$ cat src/rtl/dtree_seq_eval.sv
// dtree_seq_eval: table-driven decision-tree classifier.
// Loads a node table at runtime, then walks one node per clock
// from the root (address 0) until it reaches a leaf or the depth limit.
// Results go out over a valid/ready handshake.
module dtree_seq_eval #(
  parameter int N_FEAT    = 16,
  parameter int FEAT_W    = 8,
  parameter int CLASS_W   = 4,
  parameter int NODE_AW   = 6,
  parameter int MAX_DEPTH = 16,
  parameter int FIDX_W    = (N_FEAT > 1) ? $clog2(N_FEAT) : 1,
  parameter int NODE_W    = 1 + FIDX_W + FEAT_W + 2*NODE_AW
) (
  input  logic                     clk,
  input  logic                     rst_n,
  input  logic                     cfg_we,
  input  logic [NODE_AW-1:0]       cfg_addr,
  input  logic [NODE_W-1:0]        cfg_data,
  output logic                     cfg_busy,
  input  logic                     in_valid,
  output logic                     in_ready,
  input  logic [N_FEAT*FEAT_W-1:0] in_feat,
  output logic                     out_valid,
  input  logic                     out_ready,
  output logic [CLASS_W-1:0]       out_class,
  output logic                     out_err
);

  localparam int TABLE_DEPTH = 2**NODE_AW;
  localparam int DEPTH_W     = (MAX_DEPTH > 1) ? $clog2(MAX_DEPTH) : 1;
  localparam logic [NODE_W-1:0] RESET_NODE = {1'b1, {(NODE_W-1){1'b0}}};

  typedef enum logic [1:0] {
    IDLE,
    WALK,
    DONE
  } state_t;

  state_t                     state_q;
  logic [NODE_W-1:0]          table_q [TABLE_DEPTH];
  logic [N_FEAT*FEAT_W-1:0]   feat_q;
  logic [NODE_AW-1:0]         ptr_q;
  logic [DEPTH_W-1:0]         depth_q;
  logic                       outValid_q;
  logic [CLASS_W-1:0]         outClass_q;
  logic                       outErr_q;
  logic                       inReady_q;
  logic                       cfgBusy_q;

  logic [NODE_W-1:0]          node_d;
  logic                       isLeaf_d;
  logic [FIDX_W-1:0]          featIdx_d;
  logic [FEAT_W-1:0]          thresh_d;
  logic [NODE_AW-1:0]         left_d;
  logic [NODE_AW-1:0]         right_d;
  logic [CLASS_W-1:0]         leafClass_d;
  logic [FEAT_W-1:0]          featVal_d;
  logic [NODE_AW-1:0]         nextPtr_d;

  // Split the current node word into its fields.
  always_comb begin
    node_d      = table_q[ptr_q];
    isLeaf_d    = node_d[NODE_W-1];
    featIdx_d   = node_d[2*NODE_AW+FEAT_W +: FIDX_W];
    thresh_d    = node_d[2*NODE_AW +: FEAT_W];
    left_d      = node_d[NODE_AW +: NODE_AW];
    right_d     = node_d[0 +: NODE_AW];
    leafClass_d = node_d[CLASS_W-1:0];
  end

  // Select the addressed feature; indices beyond N_FEAT read as zero.
  always_comb begin
    featVal_d = '0;
    for (int i = 0; i < N_FEAT; i++) begin
      if (featIdx_d == FIDX_W'(i)) begin
        featVal_d = feat_q[i*FEAT_W +: FEAT_W];
      end
    end
  end

  // Branch decision: less-or-equal goes left, otherwise right.
  always_comb begin
    nextPtr_d = (featVal_d <= thresh_d) ? left_d : right_d;
  end

  // Node table: every entry resets to "leaf, class 0"; writes only land in IDLE.
  always_ff @(posedge clk or negedge rst_n) begin
    if (!rst_n) begin
      for (int i = 0; i < TABLE_DEPTH; i++) begin
        table_q[i] <= RESET_NODE;
      end
    end else if (cfg_we && (state_q == IDLE)) begin
      table_q[cfg_addr] <= cfg_data;
    end
  end

  // Controller: accept a vector, walk one node per cycle, hold result until taken.
  always_ff @(posedge clk or negedge rst_n) begin
    if (!rst_n) begin
      state_q    <= IDLE;
      feat_q     <= '0;
      ptr_q      <= '0;
      depth_q    <= '0;
      outValid_q <= 1'b0;
      outClass_q <= '0;
      outErr_q   <= 1'b0;
      inReady_q  <= 1'b1;
      cfgBusy_q  <= 1'b0;
    end else begin
      case (state_q)
        IDLE: begin
          if (in_valid) begin
            feat_q    <= in_feat;
            ptr_q     <= '0;
            depth_q   <= '0;
            inReady_q <= 1'b0;
            cfgBusy_q <= 1'b1;
            state_q   <= WALK;
          end
        end
        WALK: begin
          if (isLeaf_d) begin
            outClass_q <= leafClass_d;
            outErr_q   <= 1'b0;
            outValid_q <= 1'b1;
            state_q    <= DONE;
          end else if (depth_q == DEPTH_W'(MAX_DEPTH-1)) begin
            outClass_q <= '0;
            outErr_q   <= 1'b1;
            outValid_q <= 1'b1;
            state_q    <= DONE;
          end else begin
            ptr_q   <= nextPtr_d;
            depth_q <= depth_q + DEPTH_W'(1);
          end
        end
        DONE: begin
          if (out_ready) begin
            outValid_q <= 1'b0;
            inReady_q  <= 1'b1;
            cfgBusy_q  <= 1'b0;
            state_q    <= IDLE;
          end
        end
        default: begin
          state_q <= IDLE;
        end
      endcase
    end
  end

  assign cfg_busy  = cfgBusy_q;
  assign in_ready  = inReady_q;
  assign out_valid = outValid_q;
  assign out_class = outClass_q;
  assign out_err   = outErr_q;

endmodule

$ cat config.mk
export PLATFORM = sky130hd
export DESIGN_NAME = dtree_seq_eval
export DESIGN_NICKNAME = d
export VERILOG_FILES = /design/src/rtl/dtree_seq_eval.sv
export SDC_FILE = /design/constraint.sdc
export NUM_CORES = 2
export LEC_CHECK = 0
export CORE_MARGIN = 1.5
export CORE_UTILIZATION = 40
export DETAILED_ROUTE_END_ITERATION = 8
export PLACE_DENSITY = 0.55
export RECOVER_POWER = 100
export SETUP_SLACK_MARGIN = 0.05
export SLEW_MARGIN = 20
export SYNTH_ARGS = -nofsm -noshare
export SYNTH_HDL_FRONTEND = slang
export SYNTH_SLANG_ARGS = --single-unit
export TNS_END_PERCENT = 1
$ cat constraint.sdc
create_clock -name clk -period 8.26 [get_ports clk]
set_clock_uncertainty 0.2 [all_clocks]
set_input_delay 2.065 -clock clk [delete_from_list [all_inputs] [get_ports clk]]
set_output_delay 2.065 -clock clk [all_outputs]
set_load 0.01 [all_outputs]
* Word level (Yosys, flattened, before mapping) *
Cells that the tools add are included.
W data, S select, Z words.

storage, ports and cells
  flip-flop bits (word level) = 1,748
  input port bits = 164
  output and inout port bits = 8
  logic and storage cells = 165

operators by class
  $add $sub $neg = 1
  $lt $le $gt $ge = 4
  equal/unequal tests = 23
  mux-type cells = 48
  bitwise operators = 2
  reductions and logical operators = 14

operators by type and width
  operator               number
  $bwmux W1600           1
  $bmux W25 S6           1
  $demux W25 S6          1
  $mux W8                16
  $mux W25               3
  $eq A4 B4 Y1 const B   9
  $mux W6                4
  $mux W4                5
  $eq A4 B3 Y1 const B   4
  $ge A7 B7 Y1 const B   2
  $not A6 Y7             2
  $pmux W6 S2            1
  $reduce_and A3 Y1      3
  $eq A4 B2 Y1 const B   2
  $le A8 B8 Y1           1
  $mux W2                4
  $ne A2 B2 Y1 const B   4
  $pmux W4 S2            1
  $reduce_bool A2 Y1     4
  $lt A7 B1 Y1 const B   1
  $mux W1                7
  $pmux W1 S2            3
  $pmux W2 S3            1
  $add A4 B1 Y4 const B  1
  9 further kinds        11

* Depth between registers and ports, before layout *
  word-level depth = 26
  gate-level depth with buffers = 25

* Worst setup path before layout *
OpenSTA, ideal clock, no wires.

  path type = reg2reg
  start point = register ptr_q[0]
  end point = register ptr_q[5]
  setup time = 0.139 ns
  arrival = 5.658 ns
  setup slack = 2.264 ns
  stages on the path, launching flop included = 21
  clock period less this slack = 5.996 ns
  cells stage by stage = dfrtp_1 -> buf_6 -> buf_4 -> buf_6 -> buf_4 -> buf_2 -> buf_2 -> mux4_2 -> mux4_2 -> mux4_2 -> inv_1 -> ha_1 -> nor2b_1 -> o21a_1 -> o21a_1 -> o21ai_0 -> a21oi_1 -> o31ai_1 -> mux4_2 -> a21oi_1 -> mux2i_1

on the way
  word-level cells in the longest chain between the ends = 26

ends and longest elaborated chain
  what                                           RTL line  RTL
  from (decl)                                    42        logic [NODE_AW-1:0] ptr_q;
  from (signal assigned)                         133       ptr_q <= nextPtr_d;
  $not A6 Y7 (implied by the code) *             62        node_d = table_q[ptr_q];
  $bmux W25 S6 *                                 62
  $mux W25 (implied by the code) * (2 in a row)  62
  $logic_not A4 Y1                               75        if (featIdx_d == FIDX_W'(i)) begin
  $mux W8 (16 in a row)                          75
  $le A8 B8 Y1                                   83        nextPtr_d = (featVal_d <= thresh_d) ? left_d : right_d;
  $mux W6                                        83
  $mux W6                                        127       end else if (depth_q == DEPTH_W'(MAX_DEPTH-1)) begin
  $mux W6                                        122       if (isLeaf_d) begin
  $pmux W6 S2                                    110       case (state_q)

Mark *: on every way between the ends. The rest lies on a longest branch, timed or not. The select of a mux whose other input is x is not followed.
A chain may end at the register's enable or synchronous reset.

* Final worst setup path *
  start point = register ptr_q[2]
  end point = register ptr_q[5]

The elaborated chain is that of the path after synthesis.

==> qor.yml <==
postSynthAreaPerCell_sq_um: 15.98
vias: 44767
ctsHoldBuffers: 0
max-slew-margin-rel_pct: -149.8
setup_viol_count_final: 0
cts_tree: "done"
critPathLaunch: "ptr_q[2]"
synth_fa_ha_area_share_pct: 0.1415
endpoint: "ptr_q[5]"
final_cell_mix: "mux2_2 (1723), dfrtp_1 (1678), mux4_2 (488), clkbuf_16 (198), clkbuf_1 (135)"
yosys.area_share.xor_xnor_pct: 0.02201
netlist_area_sq_mm: 0.07960
post_cts_resized: 0
clock_sink_count: 1748
crit_fanout: 49
final_common_cell: "mux2_2"
layout.nets: 5183
fmax_ghz: 0.1379
outcome: "complete, but fails checks"
cts_max_level: 4
place_area_sq_mm: 0.08404
initial_core_util_pct: 40.28
synth-simple-area-share_pct: 1.649
powerDensity_mw_per_mm2: 298.8
ff2ff_setup_slack_ns: 1.01
synthFlopType: "dfrtp_1"
synthDistinctLibCells: 71
gp_congestion: 0.8148
areaGrowthSynthToFinish_pct: 13.17
insertion_delay_ns: 0.83
synth_seq_area_share_pct: 55.05
hold_viol: 0
report.final.slew_viol_count: 2328
drive_gt1_share_pct: 52.69
r2r-start: "ptr_q[2]"
drt-vias-per-instance: 5.725
grt_max_degree: 154
die_area_sq_mm: 0.2017
detailed_place_hpwl_um: 134800
tns_ns: 0
maxCapViolCount: 80
fp.dieW_um: 449.1
fill_cells: 17338
clkTransAtPathRegs_ns: 0.06
antenna_found_initial: 21
grt_pass1_wl_um: 340100
clockBufferDepth: 3
finalCriticalPeriod_ns: 7.249
port_buffers: 171
fin_crit_sh_pct: 87.76
drt_iter0_markers: 3125
violations: "max-capacitance violations, max-slew violations"
yosys-mux-area-fraction_pct: 39.15
root_buffer: "clkbuf_16"
syn_inst: 4982
drc_errors: 0
num_io_pins: 172
cts_made_buffers: 195
first_global_vias: 47025
coreArea_sq_mm: 0.1976
worstSetupPathType: "flip-flop to flip-flop"
grt.overflow.total: 0
post-route-cell-area_sq_mm: 0.09009
required_ns: 8.74
peakVddDrop_mv: 0.2696
tightest_slew_ns: 3.746
rsz0062_at_grt: "false"
ant_nets: 0
synth-edff-count: 0
synth_compound_gate_area_share_pct: 1.345
synth_nets: 5155
arrival_ns: 7.73
drt_pre_antenna_iters: 5
wire_per_inst_um: 29.44
holdCritPathClass: "flip-flop to flip-flop"
synth_top_family_by_area: "multiplexers"
final_core_util_pct: 45.58
yosys_register_bits: 1748
grt_usage_pct: 22.90
wl_um: 230200
post-cts-setup-buffers: 0
leakage_uw: 0.04144
reg2reg_depth: 20
dieHeight_um: 449.1
endpoint_kind: "flip-flop"
rr_endpoint: "ptr_q[5]"
yosys_warnings: 0
cp-start-kind: "flip-flop"
row_count: 163
async_flop_share_pct: 100.0
-- routing by layer --
layer	share of wire [%]	GRT usage [%]	routed length, um	up-vias
met1	45	32.66	103600	24671
met4	2.7	5.731	6104	4
met2	48	36.80	109700	1025
met3	4.7	3.353	10800	353
li1	-	-	-	18714
met5	0.012	0	27	-
-- worst min path at each step --
stage / from / to / slack [ns] / depth (start not counted)
after floorplan: feat_q[65] / feat_q[65] / 0.27 / 1
after global placement: table_q[333] / table_q[333] / 0.28 / 1
after detailed placement: table_q[1227] / table_q[1227] / 0.29 / 1
after CTS: table_q[1130] / table_q[1130] / 0.30 / 1
after global routing: table_q[30] / table_q[30] / 0.30 / 1
final: table_q[405] / table_q[405] / 0.28 / 1
-- critical path: stages, from the launching register on --
cell      delay (ns)
dfrtp_4         0.96
buf_4           0.65
mux4_2          0.39
o22ai_1         0.27
a21oi_1         0.10
and3_1          0.32
nor2_4          0.66
nand3_1         0.49
nor3_1          0.27
a211oi_1        0.09
a221o_1         0.34
ha_1            0.29
nor2b_1         0.14
o21a_1          0.17
o21a_1          0.16
o21ai_0         0.18
a21oi_1         0.13
o31ai_4         0.43
mux4_2          0.57
a21oi_1         0.16
mux2i_1         0.11
-- synth_stat cells (9+ instances only) --
cell      count  area [sq um]
mux2_2     1725         19420
dfrtp_1    1683         42120
mux4_2      488         10990
clkbuf_1    331          1242
nand2_1     117         439.2
buf_2        88         440.4
mux2i_1      75         750.7
dfstp_2      65          1708
nor2_1       47         176.4
buf_1        43         161.4
nand3_1      28         140.1
a21oi_1      25         125.1
o21ai_0      23         115.1
inv_1        19         71.32
nor2b_1      16         100.1
nor3_1       16         80.08
buf_4        13         97.59
a22oi_1      12         90.09
nand4_1      11         68.82
a211oi_1     10         75.07
a31oi_1       9         56.30
ha_1          9         112.6
o22ai_1       9         56.30
o31ai_1       9         67.56
-- report_power, final --
group	switching, uW	internal [uW]	total, uW
combinational	3900	3470	7370
sequential	950	9790	10700
clock	3590	5220	8800
-- flip-flops by register name (all words and copies together), names as in the netlist --
name       flops
cfg_busy       1
out_class      4
feat_q       128
out_err        1
depth_q        4
out_valid      1
ptr_q          6
state_q        2
table_q     1600
in_ready       1
-- cell type report --
type                       instances  area [sq um]  area share, %
timing repair buffer             313          2470          2.742
multi-input combinational       2731         33830          37.56
antenna                            5         12.51        0.01389
tap                             2640          3303          3.667
sequential                      1748         43840          48.66
inverter                          21         83.83        0.09306
clock buffer                     310          5926          6.578
clock inverter                    51         616.8         0.6847
-- through the flow --
stage | worst slack, ns | std cells | hold slack, ns | power (uW)
detailed placement | 1.122 | 7453 | 0.2871 | 18280
floorplan | 2.264 | 4982 | 0.2725 | 15810
global route | 0.3750 | 7816 | 0.3035 | 28170
CTS | 1.102 | 7814 | 0.2997 | 27160
finish | 1.011 | 7819 | 0.2842 | 26920
global placement | 1.218 | 7453 | 0.2818 | 18190
-- kinds of logic (layout without fill, tap and decap cells) --
kind of cell / Yosys count / in the layout
mux: 2288 / 2288
simple gates: 279 / 279
flops: 1748 / 1748
compound gates: 153 / 153
other cells: 0 / 5
fa+ha+maj: 9 / 9
buf+inv: 503 / 695
xor+xnor: 2 / 2
(Power assumes the default switching activity.)
